## config.mk

```make
export PLATFORM = sky130hd
export DESIGN_NAME = core_run_monitor
export DESIGN_NICKNAME = d
export VERILOG_FILES = /design/src/rtl/core_mon_pkg.sv /design/src/rtl/trace_fifo.sv /design/src/rtl/core_run_monitor.sv
export SDC_FILE = /design/constraint.sdc
export NUM_CORES = 1
export LEC_CHECK = 0
export CAP_MARGIN = 20
export CORE_MARGIN = 5
export CORE_UTILIZATION = 30
export DETAILED_ROUTE_END_ITERATION = 10
export PLACE_DENSITY_LB_ADDON = 0.1
export SYNTH_ARGS = -nofsm -noshare
export SYNTH_HDL_FRONTEND = slang
export SYNTH_SLANG_ARGS = --single-unit
```

## constraint.sdc

```tcl
create_clock -name clk -period 6.3 [get_ports clk]
set_clock_uncertainty 0.1 [all_clocks]
set_input_delay 1.575 -clock clk [delete_from_list [all_inputs] [get_ports clk]]
set_output_delay 1.575 -clock clk [all_outputs]
set_load 0.03 [all_outputs]
```

## src/rtl/core_mon_pkg.sv

```systemverilog
// Shared types and trace-entry layout for the core run monitor.
// An entry packs {run, ts, data} with data in the low bits.
package core_mon_pkg;

    typedef enum logic [1:0] {
        IDLE = 2'd0,
        HOLD = 2'd1,
        RUN  = 2'd2,
        DONE = 2'd3
    } state_t;

    localparam int RUN_W = 8;

    function automatic int entry_w(input int ts_w, input int data_w);
        return RUN_W + ts_w + data_w;
    endfunction

    function automatic int ts_lsb(input int data_w);
        return data_w;
    endfunction

    function automatic int run_lsb(input int ts_w, input int data_w);
        return data_w + ts_w;
    endfunction

endpackage

```

## src/rtl/trace_fifo.sv

```systemverilog
// First-word fall-through FIFO with wrap-bit pointers and a synchronous clear.
// A push into a full FIFO is accepted only when a pop frees the slot in the same cycle.
module trace_fifo #(
    parameter int WIDTH = 30,
    parameter int DEPTH = 16
) (
    input  logic             clk,
    input  logic             rst,
    input  logic             clr,
    input  logic             push,
    input  logic [WIDTH-1:0] wdata,
    output logic             full,
    input  logic             pop,
    output logic [WIDTH-1:0] rdata,
    output logic             empty
);
    localparam int AW = $clog2(DEPTH);

    logic [WIDTH-1:0] mem [DEPTH];
    logic [AW:0]      wptr, rptr;
    logic             do_push, do_pop;

    assign empty   = (wptr == rptr);
    assign full    = (wptr[AW] != rptr[AW]) && (wptr[AW-1:0] == rptr[AW-1:0]);
    assign do_pop  = pop && !empty;
    assign do_push = push && (!full || do_pop);
    assign rdata   = mem[rptr[AW-1:0]];

    always_ff @(posedge clk or posedge rst) begin
        if (rst) begin
            wptr <= '0;
            rptr <= '0;
        end else if (clr) begin
            wptr <= '0;
            rptr <= '0;
        end else begin
            if (do_push) wptr <= wptr + (AW+1)'(1);
            if (do_pop)  rptr <= rptr + (AW+1)'(1);
        end
    end

    // When full, the write slot equals the head being popped; the head is read before it is overwritten.
    always_ff @(posedge clk) begin
        if (do_push && !clr) mem[wptr[AW-1:0]] <= wdata;
    end

endmodule

```

## src/rtl/core_run_monitor.sv

```systemverilog
// Sequences the core through N_RUNS reset/run episodes and traces every change
// of core_data into a timestamped FIFO.
module core_run_monitor
    import core_mon_pkg::*;
#(
    parameter int DATA_W     = 6,
    parameter int DEPTH      = 16,
    parameter int TS_W       = 16,
    parameter int RST_CYCLES = 2,
    parameter int RUN_CYCLES = 50,
    parameter int N_RUNS     = 2
) (
    input  logic              clk,
    input  logic              rst,
    input  logic              start,
    output logic              core_nrst,
    input  logic [DATA_W-1:0] core_data,
    output logic              busy,
    output logic              done,
    output logic              rd_valid,
    input  logic              rd_ready,
    output logic [DATA_W-1:0] rd_data,
    output logic [TS_W-1:0]   rd_ts,
    output logic [7:0]        rd_run,
    output logic              overflow
);
    localparam int ENTRY_W = entry_w(TS_W, DATA_W);
    localparam int TS_LSB  = ts_lsb(DATA_W);
    localparam int RUN_LSB = run_lsb(TS_W, DATA_W);
    localparam int CNT_MAX = (RUN_CYCLES > RST_CYCLES) ? RUN_CYCLES : RST_CYCLES;
    localparam int CNT_W   = $clog2(CNT_MAX + 1);
    localparam logic [TS_W-1:0] TS_SAT = '1;

    state_t             state, state_n;
    logic [CNT_W-1:0]   cnt;
    logic [7:0]         run;
    logic [TS_W-1:0]    ts;
    logic [DATA_W-1:0]  prev;
    logic               hold_end, run_end, last_run, clr, push;
    logic               full, empty, pop;
    logic [ENTRY_W-1:0] wdata, rdata;

    assign hold_end = (state == HOLD) && (cnt == CNT_W'(RST_CYCLES - 1));
    assign run_end  = (state == RUN)  && (cnt == CNT_W'(RUN_CYCLES - 1));
    assign last_run = (run == 8'(N_RUNS - 1));
    assign clr      = (state == IDLE) && start;

    always_ff @(posedge clk or posedge rst) begin
        if (rst) state <= IDLE;
        else     state <= state_n;
    end

    always_comb begin
        state_n   = state;
        core_nrst = 1'b0;
        busy      = 1'b0;
        done      = 1'b0;
        case (state)
            IDLE: if (start) state_n = HOLD;
            HOLD: begin
                busy = 1'b1;
                if (hold_end) state_n = RUN;
            end
            RUN: begin
                busy      = 1'b1;
                core_nrst = 1'b1;
                if (run_end) state_n = last_run ? DONE : HOLD;
            end
            DONE: begin
                done    = 1'b1;
                state_n = IDLE;
            end
            default: state_n = IDLE;
        endcase
    end

    // cnt times both the hold and the run phase; it restarts at every phase boundary.
    always_ff @(posedge clk or posedge rst) begin
        if (rst) begin
            cnt <= '0;
            run <= '0;
            ts  <= '0;
        end else begin
            if (clr || hold_end || run_end || state == IDLE || state == DONE) cnt <= '0;
            else                                                           cnt <= cnt + CNT_W'(1);
            if (clr)                      run <= '0;
            else if (run_end && !last_run) run <= run + 8'd1;
            if (state == RUN && !run_end) ts <= (ts == TS_SAT) ? ts : ts + TS_W'(1);
            else                          ts <= '0;
        end
    end

    always_ff @(posedge clk or posedge rst) begin
        if (rst)                prev <= '0;
        else if (state == RUN)  prev <= core_data;
    end

    assign push  = (state == RUN) && ((cnt == '0) || (core_data != prev));
    assign wdata = {run, ts, core_data};
    assign pop   = rd_ready && rd_valid;

    always_ff @(posedge clk or posedge rst) begin
        if (rst)                       overflow <= 1'b0;
        else if (clr)                  overflow <= 1'b0;
        else if (push && full && !pop) overflow <= 1'b1;
    end

    trace_fifo #(
        .WIDTH(ENTRY_W),
        .DEPTH(DEPTH)
    ) u_fifo (
        .clk  (clk),
        .rst  (rst),
        .clr  (clr),
        .push (push),
        .wdata(wdata),
        .full (full),
        .pop  (pop),
        .rdata(rdata),
        .empty(empty)
    );

    assign rd_valid = !empty;
    assign rd_data  = rdata[DATA_W-1:0];
    assign rd_ts    = rdata[TS_LSB +: TS_W];
    assign rd_run   = rdata[RUN_LSB +: RUN_W];

endmodule

```

==> results.py <==
metrics = {
    "run_status": {
        "outcome": "finished, final reports clean",
    },
    "clocking": {
        "cts_buffer_depth": 3,
        "clkSlewWorstSetupHoldPaths_ps": 60,
        "cts-resized-gates": 0,
        "numCtsBuffers": 57,
        "clock_sinks": 529,
        "cts_hold_buf": 0,
        "cts_tree": "yes",
        "cts_setup_buffers": 0,
        "cts_root_buf": "clkbuf_16",
        "clock_latency_ps": 600,
        "cts_max_level": 2,
    },
    "critical_path": {
        "required_ps": 4620,
        "critical_path_arrival_ps": 3660,
        "reg2reg_depth": 7,
        "start_kind": "register",
        "critPathMaxFanout": 31,
        "worstSetupEndpointType": "output port",
        "critPathMaxStageDelay_ps": 950,
        "cp_slowest_cell": "dfrtp_4",
        "crit_chain": "buf_12 > mux4_1 > mux4_2 > clkdlybuf4s50_1",
        "timing.setup.critical_path_class": "reg2out",
    },
    "floorplanning": {
        "coreArea_mm2": 0.0688,
        "chipWidth_um": 274,
        "die_h_um": 274,
        "io_pins": 45,
        "initial_core_util": 0.303,
        "dieArea_mm2": 0.0749,
        "rows": 96,
    },
    "timing": {
        "hold_viol": 0,
        "fmax_mhz": 187,
        "fin_tns_setup_ps": 0,
        "finalCriticalPeriod_ps": 5340,
        "setup_viol": 0,
        "tightest_slew_ps": 1040,
        "relSlewSlack": 0.306,
        "finalMaxSlewViolations": 0,
        "finalCritPeriodShare": 0.847,
        "rsz0062_at_grt": "no",
    },
    "synth": {
        "seq_area_frac_synth": 0.750,
        "yosysTopAreaCell": "edfxtp_1",
        "synth_common_cells": "edfxtp_1, mux4_2, dfrtp_1, nor2_1, xor2_1",
        "avgSynthCellArea_um2": 21.6,
        "synth_cell_types": 48,
        "synthFlopType": "edfxtp_1",
        "mappedNetlistNets": 994,
        "ys_top_cells_by_area": "edfxtp_1, mux4_2, dfrtp_1, ha_1, nor2_1",
        "synthArstFlopShare": 0.0926,
        "syn_inst": 968,
        "syn_area_mm2": 0.0209,
        "ys_ff_latch": 529,
        "synth_warnings": 0,
        "synth_top_area_frac": 0.691,
        "synth_edf_count": 480,
        "yosysMostFrequentCell": "edfxtp_1",
    },
    "power": {
        "power.density_mw_per_mm2": 448,
        "leakage_nw": 7.27,
        "ir_worst_vdd_mv": 0.210,
        "power_mw": 11.0,
    },
    "detailed_routing": {
        "firstDrtPassIters": 5,
        "drt-total-wl_um": 48700,
        "drt-wirelength-per-cell_um": 23.8,
        "drc_errors": 0,
        "ant_nets": 0,
        "vias": 9648,
        "drt-initial-drc-count": 521,
        "via_per_inst": 4.71,
    },
    "global_route": {
        "overflow": 0,
        "grt_pass1_vias": 10600,
        "grtUsageTotal": 0.131,
        "antenna_found_initial": 0,
        "grt_pass1_wl_um": 72800,
        "grt_max_degree": 53,
    },
    "cells_and_area": {
        "diodes": 0,
        "area_delta_synth_final_pct": 17.8,
        "fin_nets": 1093,
        "drive_above_1_share": 0.265,
    },
    "min_path": {
        "holdPathStages": 1,
        "hp-class": "reg2reg",
    },
    "place": {
        "gp_congestion": 0.681,
        "hpwl_um": 27900,
        "portBuffers": 44,
    },
    "job": {
        "drv_cap": 0,
    },
}
metrics by stage:
step                      std cells  hold WS, ps  cell area (um2)  utilization  worst slack [ps]
after floorplan                 968          379            20900            -              1210
after global placement         1939          414            22700        0.330              1200
after detailed placement       1939          408            22700        0.330              1120
after CTS                      2047          432            24600        0.357               821
after global routing           2047          445            24600        0.357               758
final                          2047          426            24600        0.357               963
worst paths after layout:
kind	from	endpoint	slack (ps)
worst max register to register	state[0]	u_fifo.mem[9][16]	2430
worst min-delay path	cnt[0]	cnt[0]	430
worst max-delay path	u_fifo.rptr[0]	rd_ts[10]	960
max in group asynchronous	rst	u_fifo.rptr[0]	4160
worst min register to register	cnt[0]	cnt[0]	430
min in group asynchronous	rst	cnt[3]	1390
where the power goes:
group	switching (mW)	internal (mW)	leakage, nW
Clock	1.36	1.94	0.893
Sequential	0.325	4.30	4.42
Combinational	1.70	1.39	1.96
per-layer routing:
layer | part of all wire | track usage | wire length [um] | vias up
li1 | - | - | - | 4226
met1 | 0.45 | 0.182 | 22100 | 5194
met2 | 0.49 | 0.218 | 23900 | 168
met3 | 0.037 | 0.0245 | 1790 | 60
met4 | 0.016 | 0.0283 | 796 | 0
met5 | 0 | 0 | 0 | -
flip-flops by register name, indices dropped and copies added (netlist names):
| register | count |
|---|---|
| prev | 6 |
| state | 2 |
| run | 8 |
| overflow | 1 |
| u_fifo.mem | 480 |
| u_fifo.wptr | 5 |
| ts | 16 |
| u_fifo.rptr | 5 |
| cnt | 6 |
critical path, delay by kind of cell, from the launching register on:
| kind | cells | cell delay [ps] |
|---|---|---|
| buffers and inverters | 2 | 960 |
| DFF | 1 | 950 |
| muxes | 2 | 1130 |
cell families after synthesis:
logic type,count (synthesis),share of synthesized area
compound gates,37,0.0118
mux,159,0.168
fa+ha+maj,16,0.00959
simple gates,130,0.0308
flops,529,0.750
buf+inv,61,0.0155
xor+xnor,36,0.0151
cell type report:
type	count	area [um2]
fill	6339	44200
tap	931	1160
multi-input combinational	378	5010
sequential	529	15700
timing repair buffer	84	853
inverter	17	63.8
clock inverter	21	216
clock buffer	87	1620
cell usage in the layout, fill, tap and decap left out, types with 4 or more instances in the layout:
master / n
nor3_2: 5
bufinv_16: 4
o21ai_0: 5
and3_1: 6
clkinv_2: 7
buf_12: 9
clkinv_1: 5
xnor2_1: 17
mux2_2: 6
mux4_1: 6
xor2_1: 19
edfxtp_1: 480
buf_4: 31
a21oi_1: 13
nor2_1: 37
inv_1: 16
nor3_1: 8
clkdlybuf4s50_1: 44
nand3_1: 14
nor2_4: 12
ha_1: 16
dfrtp_1: 45
clkbuf_8: 4
nand4_1: 16
clkbuf_1: 24
nand2_1: 17
clkbuf_16: 59
a211oi_1: 5
mux4_2: 144
Power figures use the tool's default switching activity.
